**config.mk**
```make
export PLATFORM = sky130hd
export DESIGN_NAME = alu_issue
export DESIGN_NICKNAME = d
export VERILOG_FILES = /design/src/rtl/alu_pkg.sv /design/src/rtl/alu_decode.sv /design/src/rtl/alu_issue.sv
export SDC_FILE = /design/constraint.sdc
export NUM_CORES = 1
export LEC_CHECK = 0
export ABC_AREA = 1
export ABC_CLOCK_PERIOD_IN_PS = 1900
export BUFFER_PORTS_ARGS = -buffer_cell sky130_fd_sc_hd__buf_2
export CAP_MARGIN = 20
export CELL_PAD_IN_SITES_DETAIL_PLACEMENT = 1
export CELL_PAD_IN_SITES_GLOBAL_PLACEMENT = 2
export CORE_MARGIN = 2
export CORE_UTILIZATION = 23
export DETAILED_ROUTE_END_ITERATION = 10
export HOLD_SLACK_MARGIN = 0.12
export PLACE_DENSITY = 0.83
export SYNTH_ARGS = -nofsm -noshare
export SYNTH_HDL_FRONTEND = slang
export SYNTH_SLANG_ARGS = --single-unit
```
**constraint.sdc**
```tcl
create_clock -name clk -period 1.9 [get_ports clk]
set_input_delay 0.285 -clock clk [delete_from_list [all_inputs] [get_ports clk]]
set_output_delay 0.285 -clock clk [all_outputs]
set_load 0.02 [all_outputs]
```
**src/rtl/alu_pkg.sv**
```systemverilog
// Shared constants for the ALU issue stage: ALU op codes, RV32 encodings, FSM states.
package alu_pkg;

    localparam logic [4:0] OP_ADD = 5'd1;
    localparam logic [4:0] OP_SUB = 5'd3;
    localparam logic [4:0] OP_MUL = 5'd4;
    localparam logic [4:0] OP_DIV = 5'd8;
    localparam logic [4:0] OP_REM = 5'd9;
    localparam logic [4:0] OP_AND = 5'd10;
    localparam logic [4:0] OP_OR  = 5'd12;
    localparam logic [4:0] OP_XOR = 5'd13;
    localparam logic [4:0] OP_SLL = 5'd14;
    localparam logic [4:0] OP_SRL = 5'd15;
    localparam logic [4:0] OP_SRA = 5'd16;

    localparam logic [6:0] OPC_R = 7'b0110011;
    localparam logic [6:0] OPC_I = 7'b0010011;

    localparam logic [6:0] F7_BASE   = 7'b0000000;
    localparam logic [6:0] F7_ALT    = 7'b0100000;
    localparam logic [6:0] F7_MULDIV = 7'b0000001;

    localparam logic [2:0] F3_ADD = 3'b000;
    localparam logic [2:0] F3_SLL = 3'b001;
    localparam logic [2:0] F3_XOR = 3'b100;
    localparam logic [2:0] F3_SR  = 3'b101;
    localparam logic [2:0] F3_OR  = 3'b110;
    localparam logic [2:0] F3_AND = 3'b111;

    typedef enum logic [2:0] {
        S_IDLE,
        S_ISSUE,
        S_WAIT,
        S_RESP,
        S_ILL
    } state_t;

endpackage

```
**src/rtl/alu_decode.sv**
```systemverilog
// Combinational decode of an RV32I/M arithmetic instruction into an ALU op code
// and, for immediate forms, the second operand.
module alu_decode
    import alu_pkg::*;
#(
    parameter int WIDTH = 32,
    parameter int OP_W  = 5
) (
    input  logic [31:0]       instr,
    output logic              legal,
    output logic [OP_W-1:0]   alu_op,
    output logic              use_imm,
    output logic [WIDTH-1:0]  imm
);

    logic [6:0] opc;
    logic [6:0] f7;
    logic [2:0] f3;
    logic [4:0] op;
    logic       unused_fields;

    assign opc = instr[6:0];
    assign f7  = instr[31:25];
    assign f3  = instr[14:12];
    assign unused_fields = ^{instr[19:15], instr[11:7]};
    assign alu_op = OP_W'(op);

    always_comb begin
        legal   = 1'b0;
        op      = 5'd0;
        use_imm = 1'b0;
        imm     = '0;
        case (opc)
            OPC_R: begin
                case (f7)
                    F7_BASE: begin
                        legal = 1'b1;
                        case (f3)
                            F3_ADD:  op = OP_ADD;
                            F3_SLL:  op = OP_SLL;
                            F3_XOR:  op = OP_XOR;
                            F3_SR:   op = OP_SRL;
                            F3_OR:   op = OP_OR;
                            F3_AND:  op = OP_AND;
                            default: legal = 1'b0;
                        endcase
                    end
                    F7_ALT: begin
                        legal = (f3 == F3_ADD) || (f3 == F3_SR);
                        op    = (f3 == F3_SR) ? OP_SRA : OP_SUB;
                    end
                    F7_MULDIV: begin
                        legal = 1'b1;
                        case (f3)
                            F3_ADD:  op = OP_MUL;
                            F3_XOR:  op = OP_DIV;
                            F3_OR:   op = OP_REM;
                            default: legal = 1'b0;
                        endcase
                    end
                    default: legal = 1'b0;
                endcase
            end
            OPC_I: begin
                use_imm = 1'b1;
                // Shifts take a zero-extended shamt; everything else a sign-extended imm12.
                if (f3 == F3_SLL || f3 == F3_SR)
                    imm = {{(WIDTH-5){1'b0}}, instr[24:20]};
                else
                    imm = {{(WIDTH-12){instr[31]}}, instr[31:20]};
                case (f3)
                    F3_ADD: begin legal = 1'b1; op = OP_ADD; end
                    F3_XOR: begin legal = 1'b1; op = OP_XOR; end
                    F3_OR:  begin legal = 1'b1; op = OP_OR;  end
                    F3_AND: begin legal = 1'b1; op = OP_AND; end
                    F3_SLL: begin legal = (f7 == F7_BASE); op = OP_SLL; end
                    F3_SR: begin
                        legal = (f7 == F7_BASE) || (f7 == F7_ALT);
                        op    = (f7 == F7_ALT) ? OP_SRA : OP_SRL;
                    end
                    default: legal = 1'b0;
                endcase
            end
            default: legal = 1'b0;
        endcase
    end

endmodule

```
**src/rtl/alu_issue.sv**
```systemverilog
// ALU issue stage: accepts one decoded op, pulses the ALU once, waits (bounded)
// for its result and hands it to writeback over valid/ready.
module alu_issue
    import alu_pkg::*;
#(
    parameter int WIDTH   = 32,
    parameter int OP_W    = 5,
    parameter int TIMEOUT = 15
) (
    input  logic              clk,
    input  logic              rst,
    input  logic              in_valid,
    output logic              in_ready,
    input  logic [31:0]       instr,
    input  logic [WIDTH-1:0]  rs1_data,
    input  logic [WIDTH-1:0]  rs2_data,
    output logic              alu_en,
    output logic [WIDTH-1:0]  alu_a,
    output logic [WIDTH-1:0]  alu_b,
    output logic [OP_W-1:0]   alu_op,
    input  logic [WIDTH-1:0]  alu_result,
    input  logic              alu_valid,
    output logic              wb_valid,
    input  logic              wb_ready,
    output logic [4:0]        wb_rd,
    output logic [WIDTH-1:0]  wb_data,
    output logic              illegal,
    output logic              timeout
);

    localparam int CNT_W = $clog2(TIMEOUT + 1);

    state_t            state, state_d;
    logic              legal, use_imm, accept, cnt_hit;
    logic [OP_W-1:0]   dec_op;
    logic [WIDTH-1:0]  imm;
    logic [CNT_W-1:0]  cnt;

    alu_decode #(.WIDTH(WIDTH), .OP_W(OP_W)) u_decode (
        .instr   (instr),
        .legal   (legal),
        .alu_op  (dec_op),
        .use_imm (use_imm),
        .imm     (imm)
    );

    assign in_ready = (state == S_IDLE) && !rst;
    assign accept   = in_valid && in_ready;
    assign cnt_hit  = (cnt == CNT_W'(TIMEOUT));
    assign alu_en   = (state == S_ISSUE);
    assign wb_valid = (state == S_RESP);
    assign illegal  = (state == S_ILL);

    always_ff @(posedge clk) begin
        if (rst) state <= S_IDLE;
        else     state <= state_d;
    end

    always_comb begin
        state_d = state;
        case (state)
            S_IDLE:  if (accept) state_d = legal ? S_ISSUE : S_ILL;
            S_ISSUE: state_d = S_WAIT;
            // A result arriving on the final count still wins over the abort.
            S_WAIT: begin
                if (alu_valid)    state_d = S_RESP;
                else if (cnt_hit) state_d = S_IDLE;
            end
            S_RESP:  if (wb_ready) state_d = S_IDLE;
            S_ILL:   state_d = S_IDLE;
            default: state_d = S_IDLE;
        endcase
    end

    always_ff @(posedge clk) begin
        if (rst) begin
            alu_a   <= '0;
            alu_b   <= '0;
            alu_op  <= '0;
            wb_rd   <= '0;
            wb_data <= '0;
            cnt     <= '0;
            timeout <= 1'b0;
        end else begin
            timeout <= (state == S_WAIT) && !alu_valid && cnt_hit;
            if (accept && legal) begin
                alu_a  <= rs1_data;
                alu_b  <= use_imm ? imm : rs2_data;
                alu_op <= dec_op;
                wb_rd  <= instr[11:7];
            end
            if (state == S_ISSUE)
                cnt <= '0;
            else if (state == S_WAIT && !alu_valid && !cnt_hit)
                cnt <= cnt + 1'b1;
            if (state == S_WAIT && alu_valid)
                wb_data <= alu_result;
        end
    end

endmodule

```
==> summary.md, run 1 <==
| Metric | Value |
|---|---|
| Floorplan row count | `52` |
| Portion of the clock cycle consumed by the worst path in the final layout | `92.51%` |
| Post-DP HPWL | `12.54 mm` |
| CTS sink cnt | `114` |
| Final setup violation count | `0` |
| Outcome | `complete, no violations` |
| Number of inserted filler cells in the final layout | `2603` |
| Non-filler cells, final | `1231` |
| Floorplan die height | `148.7 um` |
| Dominant synthesized flop cell | `sky130_fd_sc_hd__dfxtp_1` |
| Fraction of layout cells with a size suffix above 1 | `32.40%` |
| CP arrival | `1.47 ns` |
| Max clock buf depth | `2` |
| Global Route Usage Sum | `15.62%` |
| Number of antenna violations at the first check in global routing | `1` |
| Final slew viol count | `0` |
| Max_cap viols | `0` |
| Clock latency reported for the late side of the worst-skew pair | `0.41 ns` |
| Boundary pin count | `244` |
| Most used cells in the layout excluding fill and tap cells | `sky130_fd_sc_hd__buf_2 (238), sky130_fd_sc_hd__nor2_1 (166), sky130_fd_sc_hd__dfxtp_1 (114)` |
| Worst vdd ir | `0.0004487 V` |
| DRC violation count after routing | `0` |
| Worst hold path type | `in -> reg` |
| Critical path capture point type | `output pin` |
| Placed Instance Area | `6395 sq um` |
| Total congestion overflow after global routing | `0` |
| Synth async-reset ratio | `0%` |
| Number of synthesized register bits | `114` |
| Clock transition at the registers of the reported paths | `0.05 ns` |
| Final hold vios | `0` |
| Worst max-slew margin expressed relative to the limit | `71.92%` |
| Vias in the first global route | `5213` |
| Initial detailed-routing violation count | `154` |
| Start point of the worst min-delay path | `rs1_data[1]` |
| Area growth from synthesis to final layout | `49.71%` |
| Average via count per standard cell | `4.296` |
| Worst-case clock skew | `0.01019 ns` |
| Startpoint types | `flop` |
| Critical path origin | `state[1]` |
| Post-layout min period | `1.758 ns` |
| Buffers added on ports | `238` |
| Htree depth | `4` |
| Number of warnings printed during yosys synthesis | `0` |
| Floorplan die width | `148.7 um` |
| TritonCTS clock tree | `built` |
| Number of buffers added by the clock tree synthesis step | `17` |
| Via Count | `5288` |
| Required time at the endpoint of the critical path | `1.62 ns` |
| Final wirelength | `17.38 mm` |
| Final instance area | `7212 sq um` |
| Cell at the root of the clock tree | `sky130_fd_sc_hd__clkbuf_16` |
| Effective utilization at floorplan | `23.65%` |
| Post-synthesis sequential area ratio | `47.38%` |
| Hold-critical path depth | `3` |
| Final Wtd Congestion | `0.8611` |
| Leakage power | `3.502 nW` |
| Power density relative to cell area | `848.6 nW/um^2` |
| Drt pass-1 iters | `4` |
| Cell count after synthesis | `691` |
| Setup repair after global routing missed its margin | `no` |
| Number of synthesized flops with an enable pin | `0` |
| Worst Tran Pin Value | `0.4180 ns` |
| Maximum number of pins on one net before global-route repair | `81` |
| Reg-to-reg startpoint | `state[2]` |
| Nets in the synthesized netlist | `825` |
| Mean routed wirelength per cell | `14.12 um` |
| Final core utilization | `35.41%` |
| Area of the die | `22120 sq um` |
| Crit-path max FO | `5` |
| Most common library cell in the layout ignoring fill and taps | `sky130_fd_sc_hd__buf_2` |
| Average footprint of a synthesized cell | `6.971 sq um` |
| Post-synth cell types | `33` |
| Maximum achievable frequency | `568.9 MHz` |
| Antenna viol nets, final | `0` |
| Count of nets after finishing | `1082` |
| Core Region | `20360 sq um` |
| Post-synthesis instance area | `4817 sq um` |
| Wire length of the first global-routing pass | `27.09 mm` |
| Depth of the worst register-to-register path | `8` |
| Placed cell count | `1179` |
| Classification of the worst setup path | `reg -> out` |
[power breakdown]
| part | switching, W | leakage (nW) | internal (W) |
|---|---|---|---|
| combinational | 0.000198 | 2.28 | 0.000191 |
| sequential | 0.00000214 | 0.918 | 0.00240 |
| clock | 0.00112 | 0.299 | 0.00221 |
| total | 0.00132 | 3.50 | 0.00480 |
[routing by layer]
layer | track usage [%] | wire length [um] | vias to the layer above
met5 | 0 | 0 | -
met4 | 5.095 | 245 | 0
met3 | 5.828 | 1408 | 17
met2 | 25.83 | 8069 | 169
met1 | 18.79 | 7658 | 2397
li1 | - | - | 2705
[per-stage QoR]
| step | hold slack, ns | worst slack [ns] | power [W] | setup TNS [ns] |
|---|---|---|---|---|
| 3_5_place_dp | 0.4321 | -0.02673 | 0.002803 | -0.1113 |
| 5_1_grt | 0.1259 | 0.01657 | 0.006403 | 0 |
| 3_3_place_gp | 0.4278 | -0.002465 | 0.002800 | -0.005896 |
| 4_1_cts | 0.1201 | 0.1051 | 0.006227 | 0 |
| 2_1_floorplan | 0.4307 | 0.3068 | 0.002604 | 0 |
| 6_report | 0.1347 | 0.1424 | 0.006120 | 0 |
[final timing paths]
check / to / slack [ns]
worst min-delay path: alu_a[1] / 0.13
worst min register to register: wb_data[23] / 0.44
worst max register to register: alu_a[2] / 0.20
worst max-delay path: wb_valid / 0.14
[final cells by class]
class	instances	area (sq um)	share of cell area (%)
sequential	114	2282	31.64
multi-input combinational	477	2127	29.49
timing repair buffer	278	1627	22.55
clock buffer	20	446.7	6.194
tap	270	337.8	4.684
inverter	60	227.7	3.158
clock inverter	11	161.4	2.238
antenna	1	2.502	0.03470
[cell families (layout without fill, tap and decap cells)]
logic type                 count (synthesis)  after routing  synth area share, %
and+or+nand+nor                          319            319                27.19
AOI/OAI and AO/OA                        157            157                16.42
DFF                                      114            114                47.38
buffers and inverters                    100            369                8.753
adders and majority gates                  1              1               0.2597
other                                      0              1                    0
[synth_stat cells, types with 2 or more instances]
cell | instances | area [sq um]
sky130_fd_sc_hd__nor2_1 | 167 | 626.9
sky130_fd_sc_hd__dfxtp_1 | 114 | 2282
sky130_fd_sc_hd__nand2_1 | 111 | 416.7
sky130_fd_sc_hd__o21ai_0 | 106 | 530.5
sky130_fd_sc_hd__inv_1 | 53 | 198.9
sky130_fd_sc_hd__a21oi_1 | 39 | 195.2
sky130_fd_sc_hd__clkbuf_1 | 29 | 108.9
sky130_fd_sc_hd__nand3_1 | 13 | 65.06
sky130_fd_sc_hd__o21ai_1 | 10 | 50.05
sky130_fd_sc_hd__nor3_1 | 6 | 30.03
sky130_fd_sc_hd__buf_2 | 5 | 25.02
sky130_fd_sc_hd__inv_2 | 5 | 18.77
sky130_fd_sc_hd__nand2_2 | 4 | 25.02
sky130_fd_sc_hd__buf_6 | 3 | 33.78
sky130_fd_sc_hd__nand4_1 | 3 | 18.77
sky130_fd_sc_hd__nand2_4 | 2 | 22.52
sky130_fd_sc_hd__nand3_2 | 2 | 20.02
sky130_fd_sc_hd__nor2_4 | 2 | 22.52
sky130_fd_sc_hd__nor4_1 | 2 | 12.51
sky130_fd_sc_hd__or2_2 | 2 | 12.51
[repair_timing]
action | 4_1_cts | 5_1_grt
endpoints found under the setup margin | 0 | 56
hold buffers | 19 | 0
gates resized for setup | 0 | 3
buffers inserted | 0 | 1
endpoints found under the hold margin | 19 | 0
[registers in the layout (all words and copies together) (netlist names)]
name,count
alu_a,32
alu_b,32
alu_op,5
cnt,4
state,3
timeout,1
wb_data,32
wb_rd,5
[worst max-delay path, stage by stage, from the launching register on]
cell,delay (ns)
sky130_fd_sc_hd__dfxtp_1,0.40
sky130_fd_sc_hd__inv_1,0.09
sky130_fd_sc_hd__nor3_1,0.31
sky130_fd_sc_hd__buf_2,0.26
Power figures use the tool's default switching activity.
==> inputs of run 2 (changes only) <==
--- a/config.mk
+++ b/config.mk
@@ -5,17 +5,18 @@
 export SDC_FILE = /design/constraint.sdc
 export NUM_CORES = 1
 export LEC_CHECK = 0
-export ABC_AREA = 1
+export ABC_AREA = 0
 export ABC_CLOCK_PERIOD_IN_PS = 1900
 export BUFFER_PORTS_ARGS = -buffer_cell sky130_fd_sc_hd__buf_2
 export CAP_MARGIN = 20
 export CELL_PAD_IN_SITES_DETAIL_PLACEMENT = 1
 export CELL_PAD_IN_SITES_GLOBAL_PLACEMENT = 2
 export CORE_MARGIN = 2
-export CORE_UTILIZATION = 23
+export CORE_UTILIZATION = 25
 export DETAILED_ROUTE_END_ITERATION = 10
 export HOLD_SLACK_MARGIN = 0.12
-export PLACE_DENSITY = 0.83
+export PLACE_DENSITY = 0.91
+export SLEW_MARGIN = 20
 export SYNTH_ARGS = -nofsm -noshare
 export SYNTH_HDL_FRONTEND = slang
 export SYNTH_SLANG_ARGS = --single-unit
==> summary.md, run 2 <==
| Metric | Value |
|---|---|
| Outcome | `complete, no violations (unchanged)` |
| Synth async-reset ratio | `0% (unchanged)` |
| Final slew viol count | `0 (unchanged)` |
| Boundary pin count | `244 (unchanged)` |
| Setup repair after global routing missed its margin | `yes (was no)` |
| Total congestion overflow after global routing | `0 (unchanged)` |
| Placed Instance Area | `6878 sq um (was 6395 sq um)` |
| Number of buffers added by the clock tree synthesis step | `17 (unchanged)` |
| Footprint of the flip-flops and latches | `2283 sq um (was 2282 sq um)` |
| Area growth from synthesis to final layout | `54.81% (was 49.71%)` |
| Count of nets after finishing | `1047 (was 1082)` |
| Effective utilization at floorplan | `25.23% (was 23.65%)` |
| Max clock buf depth | `2 (unchanged)` |
| Floorplan die width | `146.4 um (was 148.7 um)` |
| Synth top area share | `44.99% (was 47.38%)` |
| Top-count cell post-synth | `sky130_fd_sc_hd__a21oi_1 (was sky130_fd_sc_hd__nor2_1)` |
| Nets in the synthesized netlist | `770 (was 825)` |
| Area of the die | `21440 sq um (was 22120 sq um)` |
| Global Route Usage Sum | `17.63% (was 15.62%)` |
| Leakage power | `3.324 nW (was 3.502 nW)` |
| Number of warnings printed during yosys synthesis | `0 (unchanged)` |
| Antenna viol nets, final | `0 (unchanged)` |
| Clock transition at the registers of the reported paths | `0.06 ns (was 0.05 ns)` |
| Final hold vios | `0 (unchanged)` |
| Post-synth cell types | `46 (was 33)` |
| Final core utilization | `39.06% (was 35.41%)` |
| Floorplan die height | `146.4 um (was 148.7 um)` |
| Start point of the worst min-delay path | `alu_result[0] (was rs1_data[1])` |
| Most common library cell in the layout ignoring fill and taps | `sky130_fd_sc_hd__buf_2 (unchanged)` |
| Initial detailed-routing violation count | `179 (was 154)` |
| Final instance area | `7853 sq um (was 7212 sq um)` |
| Final Wtd Congestion | `0.8167 (was 0.8611)` |
| Via Count | `5764 (was 5288)` |
| Post-layout min period | `1.840 ns (was 1.758 ns)` |
| Required time at the endpoint of the critical path | `2.22 ns (was 1.62 ns)` |
| DRC violation count after routing | `0 (unchanged)` |
| Number of inserted filler cells in the final layout | `2445 (was 2603)` |
| Power density relative to cell area | `807.5 nW/um^2 (was 848.6 nW/um^2)` |
| Clock latency reported for the late side of the worst-skew pair | `0.41 ns (about the same)` |
| Vias in the first global route | `5922 (was 5213)` |
| Final wirelength | `19.38 mm (was 17.38 mm)` |
| Leading post-synthesis cells by instance count | `sky130_fd_sc_hd__a21oi_1 (135), sky130_fd_sc_hd__dfxtp_1 (114), sky130_fd_sc_hd__o21ai_0 (74) (was sky130_fd_sc_hd__nor2_1 (167), sky130_fd_sc_hd__dfxtp_1 (114), sky130_fd_sc_hd__nand2_1 (111))` |
| Wire length of the first global-routing pass | `30.44 mm (was 27.09 mm)` |
| CP arrival | `2.16 ns (was 1.47 ns)` |
| Buffers added on ports | `238 (unchanged)` |
| Dominant synthesized flop cell | `sky130_fd_sc_hd__dfxtp_1 (unchanged)` |
| Depth of the worst register-to-register path | `6 (was 8)` |
| Hold-critical path depth | `3 (unchanged)` |
| Post-synthesis sequential area ratio | `44.99% (was 47.38%)` |
| TritonCTS clock tree | `built (unchanged)` |
| Reg-to-reg startpoint | `state[2] (unchanged)` |
| Core Region | `20100 sq um (was 20360 sq um)` |
| Worst hold path type | `in -> reg (unchanged)` |
| Average via count per standard cell | `4.815 (was 4.296)` |
| Largest cells by area after synthesis | `sky130_fd_sc_hd__dfxtp_1 (45%), sky130_fd_sc_hd__a21oi_1 (13%), sky130_fd_sc_hd__o21ai_0 (7.3%), sky130_fd_sc_hd__o211ai_1 (5.6%), sky130_fd_sc_hd__nand2_1 (5.3%) (was sky130_fd_sc_hd__dfxtp_1 (47%), sky130_fd_sc_hd__nor2_1 (13%), sky130_fd_sc_hd__o21ai_0 (11%), sky130_fd_sc_hd__nand2_1 (8.6%), sky130_fd_sc_hd__inv_1 (4.1%))` |
| Cell taking the most area after synthesis | `sky130_fd_sc_hd__dfxtp_1 (unchanged)` |
| Final setup violation count | `0 (unchanged)` |
| Drt pass-1 iters | `4 (unchanged)` |
| Startpoint types | `input port (was flop)` |
| Portion of the clock cycle consumed by the worst path in the final layout | `96.83% (was 92.51%)` |
| Worst vdd ir | `0.0006226 V (was 0.0004487 V)` |
| Number of synthesized register bits | `114 (unchanged)` |
| Most used cells in the layout excluding fill and tap cells | `sky130_fd_sc_hd__buf_2 (237), sky130_fd_sc_hd__a21oi_1 (135), sky130_fd_sc_hd__dfxtp_1 (113) (was sky130_fd_sc_hd__buf_2 (238), sky130_fd_sc_hd__nor2_1 (166), sky130_fd_sc_hd__dfxtp_1 (114))` |
| Largest regs | `alu_a x32, alu_b x32, wb_data x32 (unchanged)` |
| Cell count after synthesis | `636 (was 691)` |
| Worst-case clock skew | `0.008768 ns (was 0.01019 ns)` |
| Fraction of layout cells with a size suffix above 1 | `36.65% (was 32.40%)` |
| Crit-path max FO | `65 (was 5)` |
| Worst max-slew margin expressed relative to the limit | `52.53% (was 71.92%)` |
| Area of combinational cells with multiple inputs | `2524 sq um (was 2127 sq um)` |
| Critical path capture point type | `flop (was output pin)` |
| Critical path origin | `instr[2] (was state[1])` |
| Max_cap viols | `0 (unchanged)` |
| Htree depth | `4 (unchanged)` |
| Total Power Consumption | `0.006341 W (was 0.006120 W)` |
| Mean routed wirelength per cell | `16.19 um (was 14.12 um)` |
| Post-DP HPWL | `12.89 mm (was 12.54 mm)` |
| Summed negative setup slack over all endpoints | `0 ns (unchanged)` |
| Average footprint of a synthesized cell | `7.975 sq um (was 6.971 sq um)` |
| Post-synthesis instance area | `5072 sq um (was 4817 sq um)` |
| Floorplan row count | `52 (unchanged)` |
| CTS sink cnt | `114 (unchanged)` |
| Classification of the worst setup path | `in -> reg (was reg -> out)` |
| Cell at the root of the clock tree | `sky130_fd_sc_hd__clkbuf_16 (unchanged)` |
| Number of antenna violations at the first check in global routing | `3 (was 1)` |
| Maximum achievable frequency | `543.5 MHz (was 568.9 MHz)` |
| Number of synthesized flops with an enable pin | `0 (unchanged)` |
| Maximum number of pins on one net before global-route repair | `75 (was 81)` |
| Worst Tran Pin Value | `0.7121 ns (was 0.4180 ns)` |
run 2: worst paths after layout:
| kind | to | slack, ns |
|---|---|---|
| worst max-delay path | alu_b[2] | 0.06 |
| worst min-delay path | wb_data[0] | 0.14 |
| worst max register to register | alu_b[2] | 0.09 |
| worst min register to register | wb_data[30] | 0.45 |
run 2: final cells by class:
class                           count  area share, %
Antenna cell                        2        0.06373
Clock buffer                       23          6.214
Clock inverter                      8          1.912
Inverter                            9         0.4302
Multi-Input combinational cell    444          32.14
Sequential cell                   114          29.08
Tap cell                          270          4.302
Timing Repair Buffer              327          25.86
run 2: repair_timing:
item                                   in CTS  in global routing
endpoints found under the hold margin      31                  0
pin swaps                                   0                  2
hold buffers                               31                  0
setup buffers                               0                  1
setup endpoints to repair                   4                 71
resized for setup                           1                  4
run 2: worst max-delay path, stage by stage:
cell and delay (ns):
sky130_fd_sc_hd__buf_2 0.11, sky130_fd_sc_hd__nand4bb_1 0.22, sky130_fd_sc_hd__or3b_4 0.43, sky130_fd_sc_hd__o32a_4 0.36
sky130_fd_sc_hd__buf_12 0.19, sky130_fd_sc_hd__or3_1 0.40, sky130_fd_sc_hd__a21oi_1 0.15
run 2: routing by layer:
metal	wire length, um	up-vias	global-route usage, %
met4	536	2	8.155
met1	8311	2712	20.45
met3	1078	42	5.469
met2	9442	172	29.79
met5	11	-	0
li1	-	2836	-
run 2: logic make-up (layout without fill, tap and decap cells):
group / Yosys count / count (layout) / synth area share (%)
flops: 114 / 114 / 44.99
other cells: 0 / 2 / 0
fa+ha+maj: 1 / 1 / 0.2466
compound gates: 266 / 266 / 29.40
xor+xnor: 3 / 3 / 0.5181
simple gates: 166 / 166 / 16.77
mux: 8 / 8 / 1.579
buf+inv: 78 / 367 / 6.487
run 2: report_power, final:
group | leakage [nW] | internal (W) | switching, W
sequential | 0.918 | 0.00239 | 0.00000338
combinational | 2.10 | 0.000235 | 0.000235
clock | 0.309 | 0.00233 | 0.00114
run 2: through the flow:
stage / worst slack, ns / std cells / hold slack [ns]
floorplan: -0.3297 / 636 / 0.4210
global placement: -0.3175 / 1132 / 0.4383
detailed placement: -0.3875 / 1132 / 0.4462
CTS: 0.009241 / 1194 / 0.1208
global route: -0.01694 / 1196 / 0.1500
finish: 0.06014 / 1197 / 0.1403
